[config.mk]
export PLATFORM = sky130hd
export DESIGN_NAME = pict_ram_loader_flat
export DESIGN_NICKNAME = d
export VERILOG_FILES = /design/src/rtl/pict_ram_loader_if.sv /design/src/rtl/pict_ram_loader.sv /design/src/flat_wrapper.sv
export SDC_FILE = /design/constraint.sdc
export NUM_CORES = 1
export LEC_CHECK = 0
export ABC_AREA = 1
export BUFFER_PORTS_ARGS = -buffer_cell sky130_fd_sc_hd__buf_2
export CORE_UTILIZATION = 50
export DETAILED_ROUTE_END_ITERATION = 16
export GPL_TIMING_DRIVEN = 0
export PLACE_DENSITY = 0.77
export RECOVER_POWER = 25
export SYNTH_ARGS = -nofsm -noshare
export SYNTH_HDL_FRONTEND = slang
export SYNTH_SLANG_ARGS = --single-unit
[constraint.sdc]
create_clock -name clk -period 2.6 [get_ports clk]
set_input_delay 0.52 -clock clk [delete_from_list [all_inputs] [get_ports clk]]
set_output_delay 0.52 -clock clk [all_outputs]
set_load 0.01 [all_outputs]
[src/rtl/pict_ram_loader_if.sv]
// rtl/pict_ram_loader_if.sv - byte-stream input and picture-RAM write port bundle for pict_ram_loader
interface pict_ram_loader_if #(
  parameter int ADDR_WIDTH = 16
);
  logic                  start;
  logic [7:0]            byte_data;
  logic                  byte_valid;
  logic                  byte_ready;
  logic                  wr_en;
  logic [ADDR_WIDTH-1:0] wr_addr;
  logic [11:0]           wr_data;
  logic                  busy;
  logic                  done;
  logic                  error;

  modport master (
    output start, byte_data, byte_valid,
    input  byte_ready, wr_en, wr_addr, wr_data, busy, done, error
  );

  modport slave (
    input  start, byte_data, byte_valid,
    output byte_ready, wr_en, wr_addr, wr_data, busy, done, error
  );
endinterface

[src/rtl/pict_ram_loader.sv]
// rtl/pict_ram_loader.sv - packs byte pairs into 12-bit pixels and writes them to picture RAM
// Optional trailing checksum byte verification enabled by PICT_RAM_LOADER_CHECKSUM_EN.
module pict_ram_loader #(
  parameter int PIXEL_COUNT = 4096,
  parameter int ADDR_WIDTH  = 16
) (
  input logic              clk,
  input logic              rst,
  pict_ram_loader_if.slave bus
);
  typedef enum logic [2:0] {IDLE, LOAD_HI, LOAD_LO, CHECK, DONE} state_t;

  localparam logic [ADDR_WIDTH-1:0] LAST_PIX = ADDR_WIDTH'(PIXEL_COUNT - 1);

  state_t                state, state_nxt;
  logic                  byte_ready, busy, done;
  logic                  accept, start_acc, last_pix;
  logic [ADDR_WIDTH-1:0] pix_cnt;
  logic [3:0]            red;
  logic                  wr_en;
  logic [ADDR_WIDTH-1:0] wr_addr;
  logic [11:0]           wr_data;
  logic                  error;

  assign accept    = bus.byte_valid && byte_ready;
  assign start_acc = (state == IDLE) && bus.start;
  assign last_pix  = (pix_cnt == LAST_PIX);

  always_ff @(posedge clk or negedge rst) begin
    if (!rst) state <= IDLE;
    else      state <= state_nxt;
  end

  always_comb begin
    state_nxt  = state;
    byte_ready = 1'b0;
    busy       = 1'b0;
    done       = 1'b0;
    unique case (state)
      IDLE: begin
        if (bus.start) state_nxt = LOAD_HI;
      end
      LOAD_HI: begin
        byte_ready = 1'b1;
        busy       = 1'b1;
        if (accept) state_nxt = LOAD_LO;
      end
      LOAD_LO: begin
        byte_ready = 1'b1;
        busy       = 1'b1;
        if (accept) begin
`ifdef PICT_RAM_LOADER_CHECKSUM_EN
          state_nxt = last_pix ? CHECK : LOAD_HI;
`else
          state_nxt = last_pix ? DONE : LOAD_HI;
`endif
        end
      end
      CHECK: begin
        byte_ready = 1'b1;
        busy       = 1'b1;
        if (accept) state_nxt = DONE;
      end
      DONE: begin
        done      = 1'b1;
        state_nxt = IDLE;
      end
      default: state_nxt = IDLE;
    endcase
  end

  // Counter advances during the write cycle but saturates on the last pixel so it never wraps.
  always_ff @(posedge clk or negedge rst) begin
    if (!rst) begin
      pix_cnt <= '0;
      red     <= '0;
      wr_en   <= 1'b0;
      wr_addr <= '0;
      wr_data <= '0;
    end else begin
      wr_en <= 1'b0;
      if (start_acc)
        pix_cnt <= '0;
      else if (wr_en && !last_pix)
        pix_cnt <= pix_cnt + 1'b1;
      if (accept && state == LOAD_HI)
        red <= bus.byte_data[3:0];
      if (accept && state == LOAD_LO) begin
        wr_en   <= 1'b1;
        wr_addr <= pix_cnt;
        wr_data <= {red, bus.byte_data};
      end
    end
  end

`ifdef PICT_RAM_LOADER_CHECKSUM_EN
  logic [7:0] sum;

  always_ff @(posedge clk or negedge rst) begin
    if (!rst) begin
      sum   <= '0;
      error <= 1'b0;
    end else if (start_acc) begin
      sum   <= '0;
      error <= 1'b0;
    end else if (accept && (state == LOAD_HI || state == LOAD_LO)) begin
      sum <= sum + bus.byte_data;
    end else if (accept && state == CHECK) begin
      error <= (bus.byte_data != sum);
    end
  end
`else
  assign error = 1'b0;
`endif

  assign bus.byte_ready = byte_ready;
  assign bus.busy       = busy;
  assign bus.done       = done;
  assign bus.wr_en      = wr_en;
  assign bus.wr_addr    = wr_addr;
  assign bus.wr_data    = wr_data;
  assign bus.error      = error;
endmodule

[src/flat_wrapper.sv]
// flat-port wrapper written by rule: the top's interface ports become plain ports
module pict_ram_loader_flat 
#(
  parameter int PIXEL_COUNT = 4096,
  parameter int ADDR_WIDTH  = 16
)
  (clk, rst, bus_start, bus_byte_data, bus_byte_valid, bus_byte_ready, bus_wr_en, bus_wr_addr, bus_wr_data, bus_busy, bus_done, bus_error);
  pict_ram_loader_if #(.ADDR_WIDTH(ADDR_WIDTH)) bus_i ();
  input logic clk;
  input logic rst;
  input wire logic [$bits(bus_i.start)-1:0] bus_start;
  input wire logic [$bits(bus_i.byte_data)-1:0] bus_byte_data;
  input wire logic [$bits(bus_i.byte_valid)-1:0] bus_byte_valid;
  output wire logic [$bits(bus_i.byte_ready)-1:0] bus_byte_ready;
  output wire logic [$bits(bus_i.wr_en)-1:0] bus_wr_en;
  output wire logic [$bits(bus_i.wr_addr)-1:0] bus_wr_addr;
  output wire logic [$bits(bus_i.wr_data)-1:0] bus_wr_data;
  output wire logic [$bits(bus_i.busy)-1:0] bus_busy;
  output wire logic [$bits(bus_i.done)-1:0] bus_done;
  output wire logic [$bits(bus_i.error)-1:0] bus_error;
  assign bus_i.start = bus_start;
  assign bus_i.byte_data = bus_byte_data;
  assign bus_i.byte_valid = bus_byte_valid;
  assign bus_byte_ready = bus_i.byte_ready;
  assign bus_wr_en = bus_i.wr_en;
  assign bus_wr_addr = bus_i.wr_addr;
  assign bus_wr_data = bus_i.wr_data;
  assign bus_busy = bus_i.busy;
  assign bus_done = bus_i.done;
  assign bus_error = bus_i.error;
  pict_ram_loader #(.PIXEL_COUNT(PIXEL_COUNT), .ADDR_WIDTH(ADDR_WIDTH)) u_core (.clk(clk), .rst(rst), .bus(bus_i));
endmodule
Word-level counts from Yosys, hierarchy flattened. Cells that the tools add are included.

Register bits after elaboration: 52. Latch bits: 0. Memory bits (writable): 0. Memory bits (read-only): 0. Bits of input ports: 12. Logic and storage cells: 37. Memories: 0.

Add/sub/neg operators: 1. Multiply operators: 0. Div/mod/pow operators: 0. Order comparisons: 0. Equality and inequality tests: 9. Shifts and indexed selects: 0. Multiplexer cells: 11. Bitwise gates (word level): 0. Reductions and logical operators: 10.

Operators with widths (count): $mux W16 (2); $add A16 B1 Y16 const B (1); $eq A16 B12 Y1 const B (1); $mux W3 (5); $pmux W3 S4 (1); $eq A3 B2 Y1 const B (2); $ne A2 B1 Y1 const B (3); $logic_and A1 B1 Y1 (5); $reduce_and A4 Y1 (1); $eq A3 B1 Y1 const B (1); $eq A3 B3 Y1 const B (1); $logic_not A3 Y1 (1); $mux W1 (3); $reduce_or A3 Y1 (1); $ne A2 B2 Y1 const B (1); $reduce_bool A2 Y1 (1); $logic_not A1 Y1 (1).

Depth between registers and ports, before layout. Gate-level depths: netlist of the first run.

Word-level depth: 6. Mapped depth: 10. Depth with buffers taken out: 9.

Worst setup path after synthesis of the first run. OpenSTA, ideal clock, no wires.

Path kind: register to register. Start: register u_core.pix_cnt[1]. End: register u_core.pix_cnt[4]. Setup time: 0.127 ns. Arrival time: 1.340 ns. Data required time: 2.473 ns. Slack: 1.134 ns. Stages on the path, launching flop included: 10. Buffers on the path: 1. Period minus slack after synthesis: 1.466 ns. Cell sequence: dfrtp_1 -> ha_1 -> nand2_1 -> nor2_2 -> nand2_4 -> nor2_4 -> nor2_4 -> buf_2 -> nand3_1 -> o21ai_0.

Cells in the longest elaborated chain, start to end: 4. Elaborated cells between the ends (all ways): 7. Classes of those cells: add/sub: 1; eq/ne: 1; mux: 2; reduce/logical: 3.

Ends and longest elaborated chain: from (decl) (RTL line pict_ram_loader.sv:18) `logic [ADDR_WIDTH-1:0] pix_cnt;`; from (signal assigned) (RTL line pict_ram_loader.sv:85) `pix_cnt <= pix_cnt + 1'b1;`; parallel branches: the longest is 4 deep, another holds $add A16 B1 Y16.

Several ways; the timed one is not identified. The select of a mux whose other input is x is not followed. A chain may end at the register's enable or synchronous reset.

Final worst setup path of the first run.
Start: register u_core.state[0]. End: output bus_byte_ready.

Cells in the longest elaborated chain, start to end: 3. Elaborated cells between the ends (all ways): 5. Classes of those cells: eq/ne: 3; mux: 1; reduce/logical: 1.

Ends and longest elaborated chain: from (decl) (RTL line pict_ram_loader.sv:15) `state_t state, state_nxt;`; from (signal assigned) (RTL line pict_ram_loader.sv:31) `else state <= state_nxt;`; $eq A3 B2 Y1 or $eq A3 B1 Y1 (tied branches) (RTL line pict_ram_loader.sv:39) `unique case (state)`; $reduce_or A3 Y1 (no line) *; $mux W1 * (RTL line pict_ram_loader.sv:39); to (decl) (RTL line flat_wrapper.sv:14) `output wire logic [$bits(bus_i.byte_ready)-1:0] bus_byte_ready;`.

Every way passes the cells marked *; elsewhere a longest branch is shown, timed or not.

==> results of run 1 <==
-- report_power, final --
group	switching, W	leakage (nW)	internal [W]	total [W]
clock network	0.000261	0.0414	0.000192	0.000453
logic	0.000558	0.783	0.000348	0.000906
registers	0.000152	0.692	0.00107	0.00122
total	0.000970	1.52	0.00161	0.00258
-- placed cells by master (no fill, tap or decap), types with 3 or more instances in the layout --
cell type | netlist | layout
sky130_fd_sc_hd__o21ai_0 | 29 | 29
sky130_fd_sc_hd__nor2_2 | 3 | 3
sky130_fd_sc_hd__inv_1 | 29 | 29
sky130_fd_sc_hd__nor2_4 | 4 | 4
sky130_fd_sc_hd__nand4_1 | 11 | 11
sky130_fd_sc_hd__xor2_1 | 4 | 4
sky130_fd_sc_hd__buf_2 | 2 | 44
sky130_fd_sc_hd__nor2_1 | 23 | 23
sky130_fd_sc_hd__clkbuf_8 | 0 | 5
sky130_fd_sc_hd__nand3_1 | 12 | 12
sky130_fd_sc_hd__clkbuf_1 | 5 | 6
sky130_fd_sc_hd__nand2_1 | 124 | 124
sky130_fd_sc_hd__dfrtp_1 | 52 | 52
sky130_fd_sc_hd__buf_4 | 3 | 3
-- worst max-delay path by stage --
stage,start,to,slack [ps],cells after the start
2_1_floorplan,u_core.pix_cnt[1]$_DFFE_PN0P_,u_core.pix_cnt[4]$_DFFE_PN0P_,1130,9
3_3_place_gp,u_core.pix_cnt[1]$_DFFE_PN0P_,u_core.pix_cnt[4]$_DFFE_PN0P_,920,9
3_5_place_dp,u_core.pix_cnt[1]$_DFFE_PN0P_,u_core.pix_cnt[4]$_DFFE_PN0P_,890,9
4_1_cts,u_core.state[0]$_DFFE_PN0P_,bus_byte_ready,740,6
5_1_grt,u_core.state[0]$_DFFE_PN0P_,bus_byte_ready,620,6
6_report,u_core.state[0]$_DFFE_PN0P_,bus_byte_ready,740,6
-- sequential cells by signal, summed over array words and instances (netlist names) --
signal,flops
u_core.bus.wr_addr,16
u_core.pix_cnt,16
u_core.bus.wr_data,12
u_core.red,4
u_core.state,3
u_core.bus.wr_en,1
-- layer usage --
layer | vias up | wire [um]
met5 | - | 0
met4 | 0 | 68
met3 | 7 | 208
met2 | 58 | 2434
met1 | 997 | 2544
li1 | 1079 | -
-- worst min-delay path, cell delays in order --
cell                      delay [ps]
sky130_fd_sc_hd__buf_2            70
sky130_fd_sc_hd__nand2_1          40
sky130_fd_sc_hd__nand2_1          50
-- cells by family (layout without fill, tap and decap cells) --
group                      after synthesis  in the layout
and+or+nand+nor                        181            181
DFF                                     52             52
AOI/OAI and AO/OA                       33             33
other                                    1              1
buffers and inverters                   41             92
adders and majority gates                1              1
xor gates and xnor gates                 4              4
-- cells in the mapped netlist --
| master | count |
|---|---|
| sky130_fd_sc_hd__a21oi_1 | 2 |
| sky130_fd_sc_hd__buf_2 | 2 |
| sky130_fd_sc_hd__buf_4 | 3 |
| sky130_fd_sc_hd__buf_6 | 1 |
| sky130_fd_sc_hd__clkbuf_1 | 5 |
| sky130_fd_sc_hd__conb_1 | 1 |
| sky130_fd_sc_hd__dfrtp_1 | 52 |
| sky130_fd_sc_hd__ha_1 | 1 |
| sky130_fd_sc_hd__inv_1 | 29 |
| sky130_fd_sc_hd__inv_2 | 1 |
| sky130_fd_sc_hd__nand2_1 | 124 |
| sky130_fd_sc_hd__nand2_2 | 2 |
| sky130_fd_sc_hd__nand2_4 | 1 |
| sky130_fd_sc_hd__nand3_1 | 12 |
| sky130_fd_sc_hd__nand3b_1 | 1 |
| sky130_fd_sc_hd__nand4_1 | 11 |
| sky130_fd_sc_hd__nor2_1 | 23 |
| sky130_fd_sc_hd__nor2_2 | 3 |
| sky130_fd_sc_hd__nor2_4 | 4 |
| sky130_fd_sc_hd__o21ai_0 | 29 |
| sky130_fd_sc_hd__o21ai_1 | 2 |
| sky130_fd_sc_hd__xor2_1 | 4 |
-- metrics by stage --
step                total power [W]  utilization  instances  hold slack (ps)  area, sq um
finish                     0.002579       0.6048        431            405.4         2856
detailed placement         0.002153       0.5860        423            454.5         2768
global placement           0.002109       0.5860        423            448.4         2768
CTS                        0.002602       0.6048        431            407.2         2856
floorplan                  0.001770            -        313            224.4         2469
global route               0.002776       0.6048        431            406.8         2856
-- area by class of cell --
class | count | area (sq um)
clock inverters | 2 | 16.27
inverters | 30 | 112.6
flip-flops and latches | 52 | 1301
plain buffers | 11 | 62.56
multi-input cells | 220 | 992.2
fillers | 428 | 1867
repair buffers | 43 | 215.2
well taps | 67 | 83.83
clock buffers | 6 | 72.57
==> results.rst, run 1 <==
.. list-table::
   :header-rows: 1

   * - Metric
     - Value
   * - Result of the run
     - complete, no violations
   * - Synth Area in XOR/XNOR
     - 0.01419
   * - Cell type contributing the most total cell area after synthesis
     - sky130_fd_sc_hd__dfrtp_1
   * - I/O pin count
     - 45
   * - Share of cells above drive strength 1
     - 0.1841
   * - Post-route DRC violation count
     - 0
   * - Largest net degree at the start of global routing
     - 53
   * - Kind of critical path
     - reg2out
   * - Routed via count divided by cell count
     - 4.968
   * - Critical-path cell list
     - inv_1 -> nand2_1 -> inv_1 -> nor2_1 -> buf_4 -> buf_2
   * - Global Route Usage Sum
     - 0.2212
   * - H-tree depth
     - 2
   * - Max-cap violations
     - 0
   * - Depth of the most critical reg-to-reg path
     - 9
   * - Cells resized by post-CTS repair
     - 0
   * - Cell family with the largest share of critical-path delay
     - buffers and inverters
   * - Highest-utilization routing layer at the global route stage
     - met2
   * - Flip-flop and latch count after synthesis
     - 52
   * - Synth Net Count
     - 326
   * - Reg-to-Reg Start
     - u_core.pix_cnt[1]$_DFFE_PN0P_
   * - Core area
     - approximately 0.0047 sq mm
   * - Maximum ir drop on the vdd rail
     - 0.4100 mV
   * - Arrival @ worst endpoint
     - 1340 ps
   * - Register-to-Register Setup Slack
     - 850 ps
   * - Min Clock Period, post-route
     - 1861 ps
   * - Via count of the first global-routing pass
     - 1,974
   * - Final weighted congestion in routability-driven placement
     - 0.8573
   * - Period Utilization, post-route
     - 0.7156
   * - Clk sink count
     - 52
   * - Mux contribution to synthesized area
     - 0
   * - Endpoint kind of the worst setup timing path
     - primary output
   * - Portion of synthesized cell area occupied by the leading cell type
     - 0.5271
   * - Synthesis warning total
     - 0
   * - Inserted Clock Buffers
     - 5
   * - Source-to-sink clock delay at the later pin of the worst-skew pair
     - 310 ps
   * - Setup TNS
     - 0 ps
   * - Largest family of logic cells by synthesized area
     - simple AND/OR/NAND/NOR gates
   * - Max Clock Freq
     - 537.5 MHz
   * - CTS tree
     - done
   * - Wire length of the first global-routing pass
     - 8901 um
   * - CP required
     - 2080 ps
   * - Adder-cell area share of the yosys netlist
     - 0.005068
   * - Number of detailed-routing iterations run before antenna repair
     - 4
   * - Share of synthesized area occupied by flip-flops and latches
     - 0.5271
   * - Std-Cell Rows
     - 25
   * - Count of buffering cells on the critical path with inverters included
     - 4
   * - Detailed Route Iter0 Violations
     - 124
   * - Actual transition at the worst max-transition pin
     - 1246 ps
   * - DRT Wirelength
     - approximately 5300 um
   * - Most repeated library cell on the critical path
     - sky130_fd_sc_hd__inv_1
   * - Synth cell types
     - 22
   * - CP Max Fanout
     - 3
   * - Tightest Hold Check Type
     - in2reg
   * - Worst-case setup margin in the final layout
     - 739.4 ps
   * - Routed via count
     - 2,141
   * - Power per cell area
     - 902.8 mW/mm^2
   * - Horizontal die dimension
     - 72.27 um
   * - Startpoint class of the critical path
     - flop
   * - Max-slew violation total from the final report
     - 0
   * - Gate count after technology mapping
     - 313
   * - Worst-path clk slew
     - 100 ps
   * - Global Route met2 Usage
     - 0.3603
   * - Post-placement setup slack
     - 890.1 ps
   * - Per-instance average area after synthesis
     - a little under 8 sq um
   * - Post-synthesis cell area
     - 0.002469 sq mm
   * - Routed WL per cell
     - between 10 and 15 um
   * - Number of diodes
     - 0
   * - Number of hold-repair buffers added at the cts stage
     - 0
   * - Final hold viol count
     - 0
   * - Max-Slew Margin vs Limit
     - 0.1692
   * - Final Net Count
     - 376
   * - Global routing usage on met1
     - 0.3013
   * - Final number of setup-violating endpoints
     - 0
   * - Largest stage delay, worst path
     - 370 ps
   * - Synth Area in Simple Gates
     - 0.3142
   * - Area growth from synthesis to layout
     - 15.71%
   * - Starting density of the core
     - 0.5226
   * - Antenna violations before repair
     - 0
   * - Dominant cells by area after synthesis
     - sky130_fd_sc_hd__dfrtp_1 (53%), sky130_fd_sc_hd__nand2_1 (19%), sky130_fd_sc_hd__o21ai_0 (5.9%)
   * - Fin Clk Skew
     - 14.18 ps
   * - Global-route met3 utilization
     - 0.04583
   * - I/O Buffers
     - between 40 and 50
   * - Post-DRT Antenna Nets
     - 0
   * - DP Wirelength
     - 3843 um
   * - Depth of the worst hold-timing path
     - 3
   * - Postcts setup bufs
     - 0
   * - Compound-cell area share of the yosys netlist
     - 0.06690
   * - Die area
     - 0.005222 sq mm
   * - Slowest stage cell, crit path
     - sky130_fd_sc_hd__dfrtp_1
   * - RSZ-0062 raised after global routing
     - false
   * - Endpoint of the worst-slack reg-to-reg timing path
     - u_core.pix_cnt[4]$_DFFE_PN0P_
   * - Clock root buffer
     - sky130_fd_sc_hd__clkbuf_8
   * - Vertical extent of the die
     - 72.27 um
   * - Global route overflow
     - 0
   * - End point of the worst hold path
     - u_core.bus.wr_data[4]$_DFFE_PN0P_
   * - Leakage power
     - 1.517 nW
   * - Worst hold start
     - bus_byte_data[4]
   * - Maximum clock insertion buffer count
     - 2
(Power assumes the default switching activity.)
==> run 2: changes to the inputs <==
clock period = 1.8 ns   (was 2.6 ns; I/O delays follow)
==> run 2 against run 1 <==
  * Utilization is 0.34 points higher
  * Worst setup slack worse by 620 ps
  * Sequential share of layout area is 0.26 points lower
  * Hold slack worse by 160 ps
==> results.rst, run 2 (synthesis results as in run 1) <==
.. list-table::
   :header-rows: 1

   * - Metric
     - Value
   * - Area growth from synthesis to layout
     - 16.37% (was 15.71%)
   * - Largest net degree at the start of global routing
     - 53 (unchanged)
   * - Clock root buffer
     - sky130_fd_sc_hd__clkbuf_8 (unchanged)
   * - Clk network pwr share
     - 0.175 (about the same)
   * - Min Clock Period, post-route
     - 1676 ps
   * - Die area
     - 0.005222 sq mm (unchanged)
   * - Actual transition at the worst max-transition pin
     - 1252 ps (was 1246 ps)
   * - Most common cell after layout, fill and taps aside
     - sky130_fd_sc_hd__nand2_1 (unchanged)
   * - Endpoint kind of the worst setup timing path
     - flop (was primary output)
   * - Final weighted congestion in routability-driven placement
     - 0.8573 (unchanged)
   * - Period Utilization, post-route
     - 0.9314
   * - Number of detailed-routing iterations run before antenna repair
     - 4 (unchanged)
   * - Post-route DRC violation count
     - 0 (unchanged)
   * - CP Max Fanout
     - 10 (was 3)
   * - RSZ-0062 raised after global routing
     - false (unchanged)
   * - Startpoint class of the critical path
     - flop (unchanged)
   * - Global Route Usage Sum
     - 0.2212 (unchanged)
   * - Cell-internal power
     - 0.002337 W (was 0.001608 W)
   * - Result of the run
     - complete, no violations (unchanged)
   * - DRT Wirelength
     - 5294 um (was 5255 um)
   * - I/O Buffers
     - 43 (unchanged)
   * - Detailed Route Iter0 Violations
     - 104 (was 124)
   * - Routed WL per cell
     - 12.25 um (was 12.19 um)
   * - Final Net Count
     - 377 (was 376)
   * - Inserted Clock Buffers
     - 5 (unchanged)
   * - Core area
     - 0.004723 sq mm (unchanged)
   * - Worst-path clk slew
     - 100 ps (about the same)
   * - Global route overflow
     - 0 (unchanged)
   * - DP Wirelength
     - 3843 um (unchanged)
   * - Final hold viol count
     - 0 (unchanged)
   * - Portion of total power attributed to combinational logic
     - 0.355 (was 0.351)
   * - Std-Cell Rows
     - 25 (unchanged)
   * - Fin Clk Skew
     - 13.43 ps (was 14.18 ps)
   * - CP required
     - 2010 ps (was 2080 ps)
   * - Switching power as a share of total power
     - 0.3763 (about the same)
   * - Share of cells above drive strength 1
     - 0.1918 (was 0.1841)
   * - Maximum ir drop on the vdd rail
     - 0.6037 mV (was 0.4100 mV)
   * - Sequential share of power
     - 0.470 (was 0.473)
   * - CTS tree
     - done (unchanged)
   * - Final number of setup-violating endpoints
     - 0 (unchanged)
   * - Fillcell total
     - 425 (was 428)
   * - Leakage power
     - 1.525 nW (was 1.517 nW)
   * - Max-slew violation total from the final report
     - 0 (unchanged)
   * - Setup TNS
     - 0 ps (unchanged)
   * - Source-to-sink clock delay at the later pin of the worst-skew pair
     - 310 ps (about the same)
   * - Post-DRT Antenna Nets
     - 0 (unchanged)
   * - Max-Slew Margin vs Limit
     - 0.1655 (was 0.1692)
   * - Antenna violations before repair
     - 0 (unchanged)
   * - Commonest cells after routing, fill and taps aside
     - sky130_fd_sc_hd__nand2_1 (124), sky130_fd_sc_hd__dfrtp_1 (52), sky130_fd_sc_hd__buf_2 (44), sky130_fd_sc_hd__inv_1 (29), sky130_fd_sc_hd__o21ai_0 (29) (unchanged)
   * - Reported net switching power
     - 0.001410 W (was 0.0009705 W)
   * - Clk sink count
     - 52 (unchanged)
   * - I/O pin count
     - 45 (unchanged)
   * - Kind of critical path
     - reg2reg (was reg2out)
   * - Max-cap violations
     - 0 (unchanged)
   * - Vertical extent of the die
     - 72.27 um (unchanged)
   * - Maximum clock insertion buffer count
     - 2 (unchanged)
   * - Wire length of the first global-routing pass
     - 8901 um (unchanged)
   * - Via count of the first global-routing pass
     - 1,974 (unchanged)
   * - Number of diodes
     - 0 (unchanged)
   * - Power per cell area
     - 1305 mW/mm^2 (was 902.8 mW/mm^2)
   * - H-tree depth
     - 2 (unchanged)
   * - Arrival @ worst endpoint
     - 1890 ps (was 1340 ps)
   * - Max Clock Freq
     - 596.5 MHz
   * - Pwr Total
     - 0.003748 W (was 0.002579 W)
   * - Largest registers in the final layout
     - u_core.bus.wr_addr: 16 flops, u_core.pix_cnt: 16 flops, u_core.bus.wr_data: 12 flops (unchanged)
   * - Horizontal die dimension
     - 72.27 um (unchanged)
   * - Worst-case hold slack
     - 244.3 ps (was 405.4 ps)
   * - Routed via count
     - 2,122 (was 2,141)
   * - Tightest Hold Check Type
     - in2reg (unchanged)
   * - Starting density of the core
     - 0.5226 (unchanged)
   * - Number of hold-repair buffers added at the cts stage
     - 0 (unchanged)
   * - Routed via count divided by cell count
     - 4.912 (was 4.968)
run 2: cell count changes in the layout (fill, tap and decap cells not counted):
cell | before | now
sky130_fd_sc_hd__clkbuf_1 | 6 | 5
sky130_fd_sc_hd__clkbuf_2 | 1 | 2
sky130_fd_sc_hd__nor2_1 | 23 | 22
sky130_fd_sc_hd__nor2_4 | 4 | 5
sky130_fd_sc_hd__buf_4 | 3 | 4
run 2: metrics by stage:
stage / std cells / instance area, sq um / worst slack (ps) / util
2_1_floorplan: 313 / 2469 / 333.6 / -
3_3_place_gp: 423 / 2768 / 119.2 / 0.5860
3_5_place_dp: 423 / 2768 / 90.12 / 0.5860
4_1_cts: 431 / 2856 / 46.44 / 0.6048
5_1_grt: 432 / 2873 / 3.253 / 0.6082
6_report: 432 / 2873 / 123.6 / 0.6082
run 2: what timing repair did:
| item | in CTS | in global routing |
|---|---|---|
| setup buffers | 0 | 1 |
| setup endpoints to repair | 0 | 16 |
| resized for setup | 0 | 4 |
run 2: area by class of cell:
type / instances / area, sq um / share of cell area
flip-flops and latches: 52 / 1301 / 0.4530
multi-input cells: 220 / 999.7 / 0.3480
repair buffers: 44 / 222.7 / 0.07753
inverters: 30 / 112.6 / 0.03920
well taps: 67 / 83.83 / 0.02918
clock buffers: 6 / 72.57 / 0.02526
plain buffers: 11 / 63.81 / 0.02221
clock inverters: 2 / 16.27 / 0.005662
run 2: per-layer routing:
layer	share of wire	track usage	wire length, um	vias to the layer above
met5	0	0	0	-
li1	-	-	-	1081
met2	0.47	0.3603	2489	55
met3	0.041	0.04583	218	7
met1	0.48	0.3013	2532	979
met4	0.010	0.06318	53	0
run 2: final timing paths:
path	startpoint	endpoint	slack, ps	cells past startpoint
max in group asynchronous	rst	u_core.bus.wr_addr[8]$_DFFE_PN0P_	740	1
hold reg to reg	u_core.bus.wr_data[10]$_DFFE_PN0P_	u_core.bus.wr_data[10]$_DFFE_PN0P_	470	2
setup reg to reg	u_core.pix_cnt[0]$_DFFE_PN0P_	u_core.pix_cnt[4]$_DFFE_PN0P_	120	9
hold / removal	bus_byte_data[4]	u_core.bus.wr_data[4]$_DFFE_PN0P_	240	3
setup / recovery	u_core.pix_cnt[0]$_DFFE_PN0P_	u_core.pix_cnt[4]$_DFFE_PN0P_	120	9
min in group asynchronous	rst	u_core.bus.wr_addr[1]$_DFFE_PN0P_	310	1
run 2: power groups by stage:
stage	registers, W	logic [W]	clock network (W)
global route	0.00180	0.00151	0.000714
CTS	0.00176	0.00133	0.000668
finish	0.00176	0.00133	0.000654
floorplan	0.00190	0.000656	0
global placement	0.00177	0.00128	0
detailed placement	0.00178	0.00133	0
run 2: worst max-delay path, cell delays in order, from the launching register on:
cell,delay [ps]
sky130_fd_sc_hd__dfrtp_1,430
sky130_fd_sc_hd__ha_1,250
sky130_fd_sc_hd__nand2_1,120
sky130_fd_sc_hd__nor2_4,60
sky130_fd_sc_hd__nand2_4,100
sky130_fd_sc_hd__nor2_4,50
sky130_fd_sc_hd__nor2_4,140
sky130_fd_sc_hd__buf_2,250
sky130_fd_sc_hd__nand3_1,90
sky130_fd_sc_hd__o21ai_0,90
